$ cat config.mk
export PLATFORM = sky130hd
export DESIGN_NAME = bus_timer_responder
export DESIGN_NICKNAME = d
export VERILOG_FILES = /design/src/rtl/bus_timer_responder.sv
export SDC_FILE = /design/constraint.sdc
export NUM_CORES = 1
export LEC_CHECK = 0
export BUFFER_PORTS_ARGS = -buffer_cell sky130_fd_sc_hd__buf_2
export CORE_UTILIZATION = 60
export CTS_CLUSTER_DIAMETER = 40
export CTS_CLUSTER_SIZE = 30
export DETAILED_ROUTE_END_ITERATION = 10
export MAX_ROUTING_LAYER = met4
export PLACE_DENSITY = 0.78
export SLEW_MARGIN = 20
export SYNTH_ARGS = -nofsm -noshare
export SYNTH_HDL_FRONTEND = slang
export SYNTH_SLANG_ARGS = --single-unit
$ cat constraint.sdc
create_clock -name clk -period 4.25 [get_ports clk]
set_input_delay 0.6375 -clock clk [delete_from_list [all_inputs] [get_ports clk]]
set_output_delay 0.6375 -clock clk [all_outputs]
set_load 0.01 [all_outputs]
$ cat src/rtl/bus_timer_responder.sv
// rtl/bus_timer_responder.sv - memory-mapped machine timer on the byte-wide core bus
module bus_timer_responder #(
    parameter logic [31:0] BASE_ADDR   = 32'h0000_F000,
    parameter int          WAIT_CYCLES = 2,
    parameter int          PRESCALE    = 4
) (
    input  logic        clk,
    input  logic        rst,
    input  logic        readMem,
    input  logic        writeMem,
    input  logic [31:0] addressBus,
    input  logic [7:0]  dataBusIn,
    output logic        memDataReady,
    output logic [7:0]  dataBusOut,
    output logic        machineTimerInterrupt,
    output logic        machineSoftwareInterrupt
);

    localparam logic [1:0] ST_IDLE = 2'd0;
    localparam logic [1:0] ST_WAIT = 2'd1;
    localparam logic [1:0] ST_ACK  = 2'd2;
    localparam logic [1:0] ST_HOLD = 2'd3;

    localparam int CW = (WAIT_CYCLES > 1) ? $clog2(WAIT_CYCLES + 1) : 1;
    localparam int PW = (PRESCALE > 1) ? $clog2(PRESCALE) : 1;

    logic [1:0]    state;
    logic [CW-1:0] waitCnt;
    logic [4:0]    reqOffset;
    logic          reqWrite;
    logic [7:0]    reqData;

    logic [63:0]   mtime;
    logic [63:0]   mtimecmp;
    logic [63:0]   snapshot;
    logic [1:0]    ctrl;
    logic [PW-1:0] presc;

    logic [31:0]   offset;
    logic          hit;
    logic          reqValid;
    logic          tick;
    logic          commitWrite;
    logic [7:0]    readData;
    logic [63:0]   mtimeNext;

    // Offsets below BASE_ADDR wrap to large values, so a single compare decodes the window.
    assign offset      = addressBus - BASE_ADDR;
    assign hit         = offset < 32'd32;
    assign reqValid    = hit && (readMem ^ writeMem);
    assign tick        = ctrl[0] && (presc == PW'(PRESCALE - 1));
    assign commitWrite = (state == ST_ACK) && reqWrite;

    assign memDataReady = (state == ST_ACK);
    assign dataBusOut   = ((state == ST_ACK) && !reqWrite) ? readData : 8'h00;

    // Read mux: byte 0 of mtime is live, the rest come from the snapshot taken with it.
    always_comb begin
        readData = 8'h00;
        if (reqOffset[4:3] == 2'b00) begin
            if (reqOffset[2:0] == 3'd0) begin
                readData = mtime[7:0];
            end else begin
                readData = snapshot[{reqOffset[2:0], 3'b000} +: 8];
            end
        end else if (reqOffset[4:3] == 2'b01) begin
            readData = mtimecmp[{reqOffset[2:0], 3'b000} +: 8];
        end else if (reqOffset == 5'h10) begin
            readData = {6'b000000, ctrl};
        end
    end

    // Next mtime: increment first, then a committed byte write overrides its own byte.
    always_comb begin
        mtimeNext = tick ? (mtime + 64'd1) : mtime;
        if (commitWrite && (reqOffset[4:3] == 2'b00)) begin
            mtimeNext[{reqOffset[2:0], 3'b000} +: 8] = reqData;
        end
    end

    // Bus handshake: accept, count out the wait, ack once, then wait for the request to drop.
    always_ff @(posedge clk) begin
        if (rst) begin
            state     <= ST_IDLE;
            waitCnt   <= '0;
            reqOffset <= 5'd0;
            reqWrite  <= 1'b0;
            reqData   <= 8'h00;
        end else begin
            case (state)
                ST_IDLE: begin
                    if (reqValid) begin
                        reqOffset <= offset[4:0];
                        reqWrite  <= writeMem;
                        reqData   <= dataBusIn;
                        waitCnt   <= CW'(WAIT_CYCLES);
                        state     <= (WAIT_CYCLES == 0) ? ST_ACK : ST_WAIT;
                    end
                end
                ST_WAIT: begin
                    if (!readMem && !writeMem) begin
                        state <= ST_IDLE;
                    end else begin
                        waitCnt <= waitCnt - 1'b1;
                        if (waitCnt == CW'(1)) begin
                            state <= ST_ACK;
                        end
                    end
                end
                ST_ACK: state <= ST_HOLD;
                ST_HOLD: begin
                    if (!readMem && !writeMem) begin
                        state <= ST_IDLE;
                    end
                end
                default: state <= ST_IDLE;
            endcase
        end
    end

    // Timer registers, read snapshot and registered interrupt levels.
    always_ff @(posedge clk) begin
        if (rst) begin
            mtime                    <= 64'd0;
            mtimecmp                 <= 64'hFFFF_FFFF_FFFF_FFFF;
            snapshot                 <= 64'd0;
            ctrl                     <= 2'b00;
            presc                    <= '0;
            machineTimerInterrupt    <= 1'b0;
            machineSoftwareInterrupt <= 1'b0;
        end else begin
            mtime <= mtimeNext;
            if (ctrl[0]) begin
                presc <= tick ? '0 : presc + 1'b1;
            end
            if (commitWrite && (reqOffset[4:3] == 2'b01)) begin
                mtimecmp[{reqOffset[2:0], 3'b000} +: 8] <= reqData;
            end
            if (commitWrite && (reqOffset == 5'h10)) begin
                ctrl <= reqData[1:0];
            end
            if ((state == ST_ACK) && !reqWrite && (reqOffset == 5'h00)) begin
                snapshot <= mtime;
            end
            machineTimerInterrupt    <= ctrl[0] && (mtime >= mtimecmp);
            machineSoftwareInterrupt <= ctrl[1];
        end
    end

endmodule

### Word-level counts from Yosys, hierarchy flattened

Cells that the tools add are included.

* register bits after elaboration: 216
* latch bits: 0
* RAM bits: 0
* ROM bits: 0
* bits of input ports: 44
* output and inout port bits: 11
* word-level logic and storage cells: 74
* memories kept: 0

* add/subtract/negate cells: 5
* $mul: 0
* div/mod/pow operators: 0
* order comparisons: 2
* eq/ne operators: 11
* shifts and indexed selects: 4
* multiplexer cells: 18
* bitwise gates (word level): 1
* reduce and logical (&&, ||, !) cells: 21

Operator list (number)
* $bwmux W64: 2
* $mux W64: 2
* $shiftx A64 B7 Y8: 2
* $add A64 B1 Y64 const B: 1
* $ge A64 B64 Y1: 1
* $shift A8 B8 Y64 const A: 1
* $shiftx A8 B8 Y64: 1
* $lt A32 B6 Y1 const B: 1
* $mux W8: 4
* $sub A32 B16 Y32 const B: 1
* $mux W2: 8
* $logic_and A1 B1 Y1: 10
* $neg A6 Y8: 1
* $pmux W2 S4: 1
* $eq A2 B1 Y1 const B: 3
* $eq A2 B2 Y1 const B: 3
* $ne A2 B2 Y1 const B: 3
* $reduce_and A3 Y1: 2
* $eq A5 B5 Y1 const B: 1
* $logic_not A5 Y1: 1
* $logic_not A2 Y1: 2
* $pmux W2 S2: 1
* $logic_not A1 Y1: 3
* $logic_not A3 Y1: 1
* 6 further kinds: 6

### Longest topological paths before layout

Gate-level depths: netlist of run 1.

* word-level depth: 5
* mapped depth: 12
* gate-level depth less buffers: 8

### Worst setup path before layout of run 1

OpenSTA, ideal clock, no wires.

* path kind: register -> register
* start: reg reqOffset[1]
* end: reg mtimecmp[38]
* setup time: 120 ps
* arrival: 2810 ps
* required time: 4130 ps
* path slack: 1321 ps
* stages on the path, launching flop included: 12
* period minus slack after synthesis: 2929 ps
* cells stage by stage: dfxtp_1 buf_1 inv_2 ha_1 ha_1 clkbuf_1 nor4b_1 o21ai_0 nor2_1 clkbuf_1 nor2_1 a211o_1

* longest elaborated chain between the ends: 3

RTL lines
* start: declaration: RTL line 29 `logic [4:0] reqOffset;`
* start signal: assignment: RTL line 93 `reqOffset <= offset[4:0];`
* $neg A6 Y8 *: RTL line 137 `mtimecmp[{reqOffset[2:0], 3'b000} +: 8] <= reqData;`
* $shiftx A8 B8 Y64 / $shift A8 B8 Y64 (equally long branches): RTL line 137
* $bwmux W64 *: RTL line 137
* end signal: indexed assignment: RTL line 137
* end: declaration: RTL line 34 `logic [63:0] mtimecmp;`

Mark *: on every way between the ends. The rest lies on a longest branch, timed or not.
A chain may end at the register's enable or synchronous reset.

### Worst setup path after layout of run 1

* start: reg reqOffset[0]
* end: out dataBusOut[5]

* longest elaborated chain between the ends: 4

RTL lines
* $shiftx A64 B7 Y8, or another cell as far along: RTL line 67 `readData = mtimecmp[{reqOffset[2:0], 3'b000} +: 8];`
* $mux W8, on equally long branches: RTL line 66, 61
* $mux W8 *: RTL line 60 `if (reqOffset[4:3] == 2'b00) begin`
* $mux W8 *: RTL line 55 `assign dataBusOut = ((state == ST_ACK) && !reqWrite) ? readData : 8'h00;`
* end: declaration: RTL line 14 `output logic [7:0] dataBusOut,`

Marks and branches as above.

==> impl_metrics.env, run 1 <==
export IMPL_outcome="finished clean"
export IMPL_max_cap_violations=0
export IMPL_diodes=0
export IMPL_multi_input_area_um2=7020
export IMPL_p_leak_nw=5.55
export IMPL_grt_max_degree=133
export IMPL_syn_avg_cell_area_um2=8.40
export IMPL_async_flop_share_pct=0
export IMPL_globalplace_congestion=1.04
export IMPL_layout_drive_gt1_share_pct=11.6
export IMPL_gr_usage_met2_pct=58.7
export IMPL_dr_pass1_iters=8
export IMPL_final_cells=1726
export IMPL_ys_ff_latch=216
export IMPL_fp_coreArea_um2=19500
export IMPL_hold_path_class="in -> reg"
export IMPL_die_area_um2=20600
export IMPL_grt_pass1_vias=10400
export IMPL_grt_usage_pct=38.5
export IMPL_critPathSlowestCell="dfxtp_2"
export IMPL_fill_cells=1615
export IMPL_setup_slack_ps=555
export IMPL_antenna_found_initial=0
export IMPL_yosysUniqueCellTypes=55
export IMPL_worst_slew_pin_transition_ps=1060
export IMPL_fin_area_um2=13400
export IMPL_insertion_delay_ps=560
export IMPL_cp_required_ps=3610
export IMPL_vias=11100
export IMPL_grt_busiest_layer="met2"
export IMPL_cts_buffers=29
export IMPL_postCtsHoldBufs=0
export IMPL_root_buffer="clkbuf_16"
export IMPL_critPathLaunchType="register"
export IMPL_min_period_over_period_pct=87.0
export IMPL_finalWirelength_mm=37.6
export IMPL_path_cells="buf_4 -> mux4_2 -> mux2i_1 -> o21ai_0 -> a22oi_1 -> nor2_1 -> buf_2"
export IMPL_register_area_um2=4330
export IMPL_drc=0
export IMPL_grt_use_met3_pct=6.60
export IMPL_wire_per_inst_um=21.8
export IMPL_placed_cells=1672
export IMPL_crit_arrival_ps=3060
export IMPL_port_buffers=54
export IMPL_yosysSeqAreaShare_pct=36.1
export IMPL_slew_headroom_pct=28.6
export IMPL_cts_tree="yes"
export IMPL_fp_dieH_um=143
export IMPL_cts_sinks=216
export IMPL_yosysWarnings=0
export IMPL_ant_nets=0
export IMPL_first_iter_violations=1176
export IMPL_dpl_instance_area_um2=12400
export IMPL_hold_viol=0
export IMPL_final_util_pct=68.6
export IMPL_path_class="reg -> out"
export IMPL_syn_num_nets=1544
export IMPL_num_rows=51
export IMPL_synthFlopType="dfxtp_1"
export IMPL_clock_path_buffers=3
export IMPL_clk_pin_slew_ps=60
export IMPL_area_growth_pct=11.7
export IMPL_whs_ps=318
export IMPL_tns_ps=0
export IMPL_pre_cts_ws_ps=1020
export IMPL_power_mw=4.55
export IMPL_start_util_pct=61.4
export IMPL_dieWidth_um=143
export IMPL_synth_edf_count=0
export IMPL_rsz0062_at_grt="false"
export IMPL_netlist_area_um2=12000
export IMPL_cp_num_buf_inv=2
export IMPL_cp_slowest_stage_delay_ps=700
export IMPL_critical_path_top_delay_family="multiplexers"
export IMPL_via_per_inst=6.43
export IMPL_ir_drop_mv=0.357
export IMPL_postCtsSetupRepairBufs=0
export IMPL_netlist_instances=1427
export IMPL_grt_pass1_wl_mm=58.0
export IMPL_p_per_area_nw_per_um2=340
export IMPL_ios=55
export IMPL_grt_overflow_total=0
export IMPL_hpwl_mm=26.6
export IMPL_cp_end_kind="output pin"
export IMPL_fin_skew_ps=14.8
export IMPL_crit_path_max_fanout=25
export IMPL_setup_viol=0
export IMPL_use_met1_pct=49.2
export IMPL_cts_resized=0
export IMPL_nets=1555
export IMPL_final_max_slew_viol_count=0
export IMPL_period_needed_ps=3700
export IMPL_fmax_mhz=271
export IMPL_cts_htree_levels=1
synthesized netlist by cell type, drive strengths merged (6+ instances only):
library cell  instances  area (um2)
a211oi               57         428
and3                 14        87.6
mux2i                27         270
a22oi                 6        45.0
nand3                47         235
xor2                 43         377
nor2                130         488
o21ai                30         150
a21oi               133         666
mux4                 32         721
and2                  7        43.8
nor3                 16        85.1
clkbuf               78         293
buf                   9        47.5
ha                   73         913
xnor2                20         175
dfxtp               216        4320
a211o                64         561
nand4                30         188
inv                  86         323
and4                 16         140
nor4                  9        71.3
nand2               223         837
flip-flops by register name, indices dropped and copies added (netlist names), named ones only:
name,count
reqData,8
reqOffset,5
reqWrite,1
waitCnt,2
snapshot,64
presc,2
state,1
machineSoftwareInterrupt,1
machineTimerInterrupt,1
mtimecmp,64
mtime,64
ctrl,2
worst register-to-register path: cells and delay by family (launching register included):
family	cells	cell delay, ps
compound gates	1	490
fa+ha+maj	2	860
buf+inv	1	210
flops	1	490
simple gates	2	1090
layout make-up:
cell class / count / share of cell area (%)
clock buffer: 31 / 5.55
multi-input combinational: 1038 / 52.4
clock inverter: 23 / 1.90
inverter: 86 / 2.41
timing repair buffer: 67 / 2.98
tap: 265 / 2.48
sequential: 216 / 32.3
layer usage:
metal | wire length [um] | up-vias | share of wire [%]
met3 | 4110 | 151 | 11
li1 | - | 5107 | -
met5 | 0 | - | 0
met1 | 14800 | 5210 | 39
met2 | 16600 | 636 | 44
met4 | 2070 | 0 | 5.5
layout by cell type, fill, tap and decap left out, drive strengths merged, types with 3 or more instances in the layout:
| master | n |
|---|---|
| nand2 | 223 |
| dfxtp | 216 |
| a21oi | 133 |
| nor2 | 130 |
| inv | 96 |
| ha | 73 |
| buf | 67 |
| a211o | 64 |
| a211oi | 57 |
| nand3 | 47 |
| xor2 | 43 |
| mux4 | 32 |
| clkbuf | 31 |
| o21ai | 30 |
| nand4 | 30 |
| mux2i | 27 |
| xnor2 | 20 |
| and4 | 16 |
| nor3 | 16 |
| and3 | 14 |
| clkinv | 11 |
| nor4 | 9 |
| and2 | 7 |
| a22oi | 6 |
| nor2b | 5 |
| a21o | 5 |
| o211ai | 5 |
| nand2b | 4 |
| a21boi | 4 |
| or4 | 4 |
| a311oi | 4 |
| a221o | 3 |
| nor4b | 3 |
| a31oi | 3 |
power breakdown:
| part | internal, mW | switching (mW) | total, mW | leakage (nW) |
|---|---|---|---|---|
| combinational | 0.0246 | 0.0471 | 0.0717 | 3.33 |
| sequential | 2.02 | 0.00000000475 | 2.02 | 1.74 |
| clock | 1.39 | 1.06 | 2.45 | 0.487 |
worst paths after layout:
| kind | start | endpoint | slack, ps | cells after the start |
|---|---|---|---|---|
| max | reqOffset[0] | dataBusOut[5] | 550 | 7 |
| min reg2reg | snapshot[8] | snapshot[8] | 450 | 2 |
| min | addressBus[3] | reqOffset[3] | 320 | 3 |
| max reg2reg | reqOffset[0] | mtimecmp[6] | 990 | 6 |
cells by family (layout without fill, tap and decap cells):
family / after synthesis / in the layout / share of synthesized area [%]
AOI/OAI and AO/OA: 325 / 325 / 18.2
and+or+nand+nor: 518 / 518 / 19.7
DFF: 216 / 216 / 36.1
xor gates and xnor gates: 63 / 63 / 4.60
muxes: 59 / 59 / 8.26
adders and majority gates: 73 / 73 / 7.62
buffers and inverters: 173 / 207 / 5.53
Power figures use the tool's default switching activity.
==> run 2: changes to the inputs <==
- CORE_UTILIZATION: 60 -> 50
- PLACE_DENSITY: 0.78 -> 0.67
==> impl_metrics.env, run 2 (same netlist as run 1, synthesis figures left out) <==
export IMPL_outcome="finished clean"
export IMPL_final_max_slew_viol_count=0
export IMPL_p_leak_nw=5.65
export IMPL_mostFrequentLayoutCell="nand2_1"
export IMPL_clk_pin_slew_ps=50
export IMPL_grt_pass1_wl_mm=60.3
export IMPL_vias=10900
export IMPL_cp_slowest_stage_delay_ps=600
export IMPL_hold_viol=0
export IMPL_slew_headroom_pct=23.4
export IMPL_p_per_area_nw_per_um2=368
export IMPL_finalWirelength_mm=39.8
export IMPL_grt_max_degree=99
export IMPL_fin_skew_ps=15.3
export IMPL_final_util_pct=58.1
export IMPL_rsz0062_at_grt="false"
export IMPL_wl_met2_mm=17.6
export IMPL_cp_end_kind="output pin"
export IMPL_power_mw=5.02
export IMPL_cp_required_ps=3610
export IMPL_cts_htree_levels=2
export IMPL_num_rows=56
export IMPL_period_needed_ps=3380
export IMPL_nets=1562
export IMPL_hold_path_class="in -> reg"
export IMPL_grt_overflow_total=0
export IMPL_globalplace_congestion=0.972
export IMPL_postCtsHoldBufs=0
export IMPL_final_cell_mix="nand2_1 (223), dfxtp_1 (215), a21oi_1 (133)"
export IMPL_hpwl_mm=28.5
export IMPL_cts_resized=0
export IMPL_fp_dieH_um=157
export IMPL_min_period_over_period_pct=79.5
export IMPL_fin_area_um2=13600
export IMPL_postCtsSetupRepairBufs=0
export IMPL_cts_tree="yes"
export IMPL_dieWidth_um=157
export IMPL_routed_wl_met3_mm=3.61
export IMPL_clock_path_buffers=3
export IMPL_area_growth_pct=13.8
export IMPL_crit_arrival_ps=2740
export IMPL_path_class="reg -> out"
export IMPL_max_cap_violations=0
export IMPL_critical_path_top_delay_family="multiplexers"
export IMPL_via_per_inst=6.12
export IMPL_wire_per_inst_um=22.3
export IMPL_ir_drop_mv=0.305
export IMPL_drc=0
export IMPL_grt_usage_pct=34.1
export IMPL_critPathSlowestCell="mux4_2"
export IMPL_root_buffer="clkbuf_16"
export IMPL_highest_layer="met4"
export IMPL_tns_ps=0
export IMPL_diodes=0
export IMPL_dr_pass1_iters=5
export IMPL_dpl_instance_area_um2=12400
export IMPL_worst_slew_pin_transition_ps=1150
export IMPL_cts_buffers=35
export IMPL_insertion_delay_ps=510
export IMPL_ant_nets=0
export IMPL_start_util_pct=51.1
export IMPL_first_iter_violations=912
export IMPL_setup_viol=0
export IMPL_reg_top3="mtime: 64 flops, mtimecmp: 64 flops, snapshot: 64 flops"
export IMPL_cp_num_buf_inv=2
export IMPL_cts_sinks=216
export IMPL_antenna_found_initial=0
export IMPL_grt_pass1_vias=10100
export IMPL_critPathLaunchType="register"
export IMPL_fp_coreArea_um2=23500
export IMPL_fmax_mhz=296
export IMPL_port_buffers=54
export IMPL_wl_met1_mm=16.9
export IMPL_path_cells="buf_4 -> mux4_2 -> mux2i_1 -> o21ai_0 -> a22oi_1 -> nor2_1 -> buf_2"
export IMPL_crit_path_max_fanout=24
export IMPL_ios=55
export IMPL_die_area_um2=24600
export IMPL_layout_drive_gt1_share_pct=11.9
run 2: metrics by stage:
stage | hold WS [ps] | std cells | setup WS [ps]
floorplan | 433 | 1427 | 1320
global placement | 440 | 1727 | 1250
detailed placement | 447 | 1727 | 1120
CTS | 355 | 1787 | 893
global route | 367 | 1787 | 750
finish | 352 | 1787 | 872
run 2: final timing paths:
kind	cells past startpoint	to	startpoint	slack, ps
worst max register to register	6	mtimecmp[4]	reqOffset[1]	1110
worst min register to register	2	snapshot[9]	snapshot[9]	450
worst min-delay path	3	reqData[6]	dataBusIn[6]	350
worst max-delay path	7	dataBusOut[7]	reqOffset[0]	870
run 2: layer usage:
metal	vias up	global-route usage, %
met2	477	50.9
met1	5243	45.4
met5	-	-
met4	0	15.0
li1	5127	-
met3	92	5.34
run 2: cell type report:
cell class | instances | area [um2]
clock buffer | 42 | 942
clock inverter | 18 | 245
fill | 2164 | 9830
inverter | 86 | 323
multi-input combinational | 1038 | 7020
sequential | 216 | 4330
tap | 319 | 399
timing repair buffer | 68 | 382
run 2: worst register-to-register path: cells and delay by family (launching register included):
kind	cells	cell delay, ps
flops	1	320
compound gates	1	500
buf+inv	1	220
simple gates	2	1130
fa+ha+maj	2	850
run 2: power breakdown:
part	switching (mW)	internal (mW)	leakage [nW]
logic	0.0484	0.0240	3.33
registers	0.00000000447	2.03	1.74
clock network	1.07	1.85	0.582
total	1.12	3.90	5.65
==> run 3: changes to the inputs <==
- ABC_AREA: default -> 1
- PLACE_DENSITY: 0.67 -> 0.69
- clock period: 4.25 -> 2.8 ns (I/O delays scaled with it)
==> impl_metrics.env, run 3 <==
export IMPL_ant_nets=0
export IMPL_grt_use_met3_pct=9.29
export IMPL_final_max_slew_viol_count=0
export IMPL_clk_pin_slew_ps=50
export IMPL_ir_drop_mv=0.577
export IMPL_critPathLaunchType="register"
export IMPL_dieWidth_um=167
export IMPL_rrSetupSlack_ps=300
export IMPL_grt_overflow_total=0
export IMPL_first_iter_violations=2014
export IMPL_rsz0062_at_grt="true"
export IMPL_finalWirelength_mm=60.3
export IMPL_root_buffer="clkbuf_16"
export IMPL_dpl_instance_area_um2=14500
export IMPL_dr_pass1_iters=6
export IMPL_synth_top_area_share_pct=31.8
export IMPL_start_util_pct=51.5
export IMPL_synthTopCellsByArea="dfxtp_1 (32%), nand2_1 (10%), inv_1 (8.0%)"
export IMPL_reg_top3="mtime: 64 flops, mtimecmp: 64 flops, snapshot: 64 flops"
export IMPL_max_cap_violations=0
export IMPL_grt_usage_pct=43.8
export IMPL_nets=2247
export IMPL_fin_skew_ps=17.7
export IMPL_crit_path_max_fanout=10
export IMPL_final_cells=2497
export IMPL_period_needed_ps=2880
export IMPL_synth_edf_count=0
export IMPL_grt_pass1_vias=13900
export IMPL_antenna_found_initial=2
export IMPL_hold_path_class="in -> reg"
export IMPL_port_buffers=54
export IMPL_cts_tree="yes"
export IMPL_num_rows=59
export IMPL_min_period_over_period_pct=103
export IMPL_gr_usage_met2_pct=65.1
export IMPL_insertion_delay_ps=550
export IMPL_syn_avg_cell_area_um2=6.66
export IMPL_yosysUniqueCellTypes=47
export IMPL_cts_htree_levels=2
export IMPL_synth_common_cells="nand2_1 (370), inv_1 (289), nor2_1 (234)"
export IMPL_violations="setup timing"
export IMPL_outcome="complete, but fails checks"
export IMPL_hp_start="addressBus[2]"
export IMPL_grt_max_degree=100
export IMPL_grt_pass1_wl_mm=87.7
export IMPL_p_leak_nw=8.08
export IMPL_synth_most_common_cell="nand2_1"
export IMPL_pre_cts_ws_ps=373
export IMPL_worst_slew_pin_transition_ps=715
export IMPL_fmax_mhz=347
export IMPL_netlist_area_um2=13600
export IMPL_placed_cells=2410
export IMPL_final_cell_mix="nand2_1 (368), inv_1 (285), nor2_1 (233)"
export IMPL_r2r_end="mtime[47]"
export IMPL_ys_ff_latch=216
export IMPL_hold_path_cell_count=3
export IMPL_via_per_inst=6.07
export IMPL_syn_num_nets=2157
export IMPL_final_util_pct=61.8
export IMPL_area_growth_pct=19.9
export IMPL_cts_buffers=41
export IMPL_power_mw=8.35
export IMPL_die_area_um2=27800
export IMPL_globalplace_congestion=1.08
export IMPL_path_class="reg -> out"
export IMPL_postCtsHoldBufs=0
export IMPL_yosysSeqAreaShare_pct=31.8
export IMPL_drc=0
export IMPL_ios=55
export IMPL_setup_viol=3
export IMPL_grt_busiest_layer="met2"
export IMPL_mostFrequentLayoutCell="nand2_1"
export IMPL_cp_end_kind="output pin"
export IMPL_async_flop_share_pct=0
export IMPL_crit_arrival_ps=2460
export IMPL_fin_area_um2=16300
export IMPL_ff2ff_path_depth=13
export IMPL_cp_required_ps=2380
export IMPL_netlist_instances=2040
export IMPL_p_per_area_nw_per_um2=513
export IMPL_reg2reg_from="mtime[12]"
export IMPL_vias=15200
export IMPL_fp_dieH_um=167
export IMPL_setup_slack_ps=-83.2
export IMPL_hold_viol=0
export IMPL_synthFlopType="dfxtp_1"
export IMPL_hold_end="reqOffset[2]"
export IMPL_yosysWarnings=0
export IMPL_fp_coreArea_um2=26400
export IMPL_use_met1_pct=56.6
export IMPL_hpwl_mm=45.3
export IMPL_wire_per_inst_um=24.2
export IMPL_layout_drive_gt1_share_pct=13.7
export IMPL_synth_largest_area_cell="dfxtp_1"
export IMPL_slew_headroom_pct=52.1
export IMPL_clock_path_buffers=3
export IMPL_cts_sinks=216
## run 3: changes by cell type in the layout (fill, tap and decap cells not counted), sizes merged, moves of 57 or more
cell    previous run  this run
a211o             64         0
buf               68       125
inv               95       316
nand2            223       383
nand3             47       122
nor2             130       260
o211ai             5        93
o21ai             30       194
## run 3: cells by family (layout without fill, tap and decap cells)
| family | count (synthesis) | count (layout) | share of synthesized area (%) |
|---|---|---|---|
| and+or+nand+nor | 865 | 865 | 29.0 |
| buffers and inverters | 392 | 513 | 11.1 |
| AOI/OAI and AO/OA | 460 | 460 | 19.2 |
| other | 0 | 1 | 0 |
| adders and majority gates | 73 | 73 | 6.73 |
| xor gates and xnor gates | 34 | 34 | 2.19 |
| DFF | 216 | 216 | 31.8 |
## run 3: how the worst max path moves through the flow
stage	from	endpoint	slack [ps]	cells after the start
detailed placement	reqOffset[0]	dataBusOut[4]	370	9
global placement	reqOffset[0]	dataBusOut[4]	350	9
floorplan	reqOffset[0]	dataBusOut[3]	40	11
global route	reqOffset[0]	dataBusOut[3]	-50	11
CTS	reqOffset[0]	dataBusOut[3]	0.7	7
finish	reqOffset[0]	dataBusOut[3]	-80	11
## run 3: area by class of cell
class / count / area (um2)
Antenna cell: 1 / 2.50
Clock buffer: 44 / 1060
Clock inverter: 30 / 362
Fill cell: 2486 / 10100
Inverter: 308 / 1180
Multi-Input combinational cell: 1432 / 7860
Sequential cell: 216 / 4330
Tap cell: 335 / 419
Timing Repair Buffer: 130 / 1070
Timing Repair inverter: 1 / 7.51
## run 3: metal layers
| metal | up-vias | wire length [um] |
|---|---|---|
| li1 | 6908 | - |
| met1 | 7075 | 24200 |
| met2 | 989 | 25400 |
| met3 | 192 | 7180 |
| met4 | 0 | 3540 |
| met5 | - | 0 |
## run 3: repair_timing
action / in CTS / in global routing
setup endpoints to repair: 6 / 8
buffers inserted: 2 / 4
resized for setup: 19 / 34
cloned: 2 / 4
pin swaps: 1 / 13
## run 3: power breakdown
part / leakage (nW) / total, mW / internal, mW / switching (mW)
Combinational: 5.66 / 0.154 / 0.0551 / 0.0985
Clock: 0.682 / 5.12 / 3.18 / 1.94
Sequential: 1.74 / 3.08 / 3.08 / 0.00000000672
## run 3: worst max-delay path: stages (launching register included)
cell      delay, ps
dfxtp_4         390
inv_8           120
buf_6           160
nand2_4          90
inv_4            90
nand2_1          50
o211ai_1        130
nand2_1         160
nand3_4         130
o211ai_1        210
a21oi_1         200
buf_2           150
## run 3: metrics by stage
stage	setup TNS (ps)	hold WS, ps
CTS	0	96.7
detailed placement	0	462
floorplan	0	425
finish	-120	102
global route	-143	107
global placement	0	455
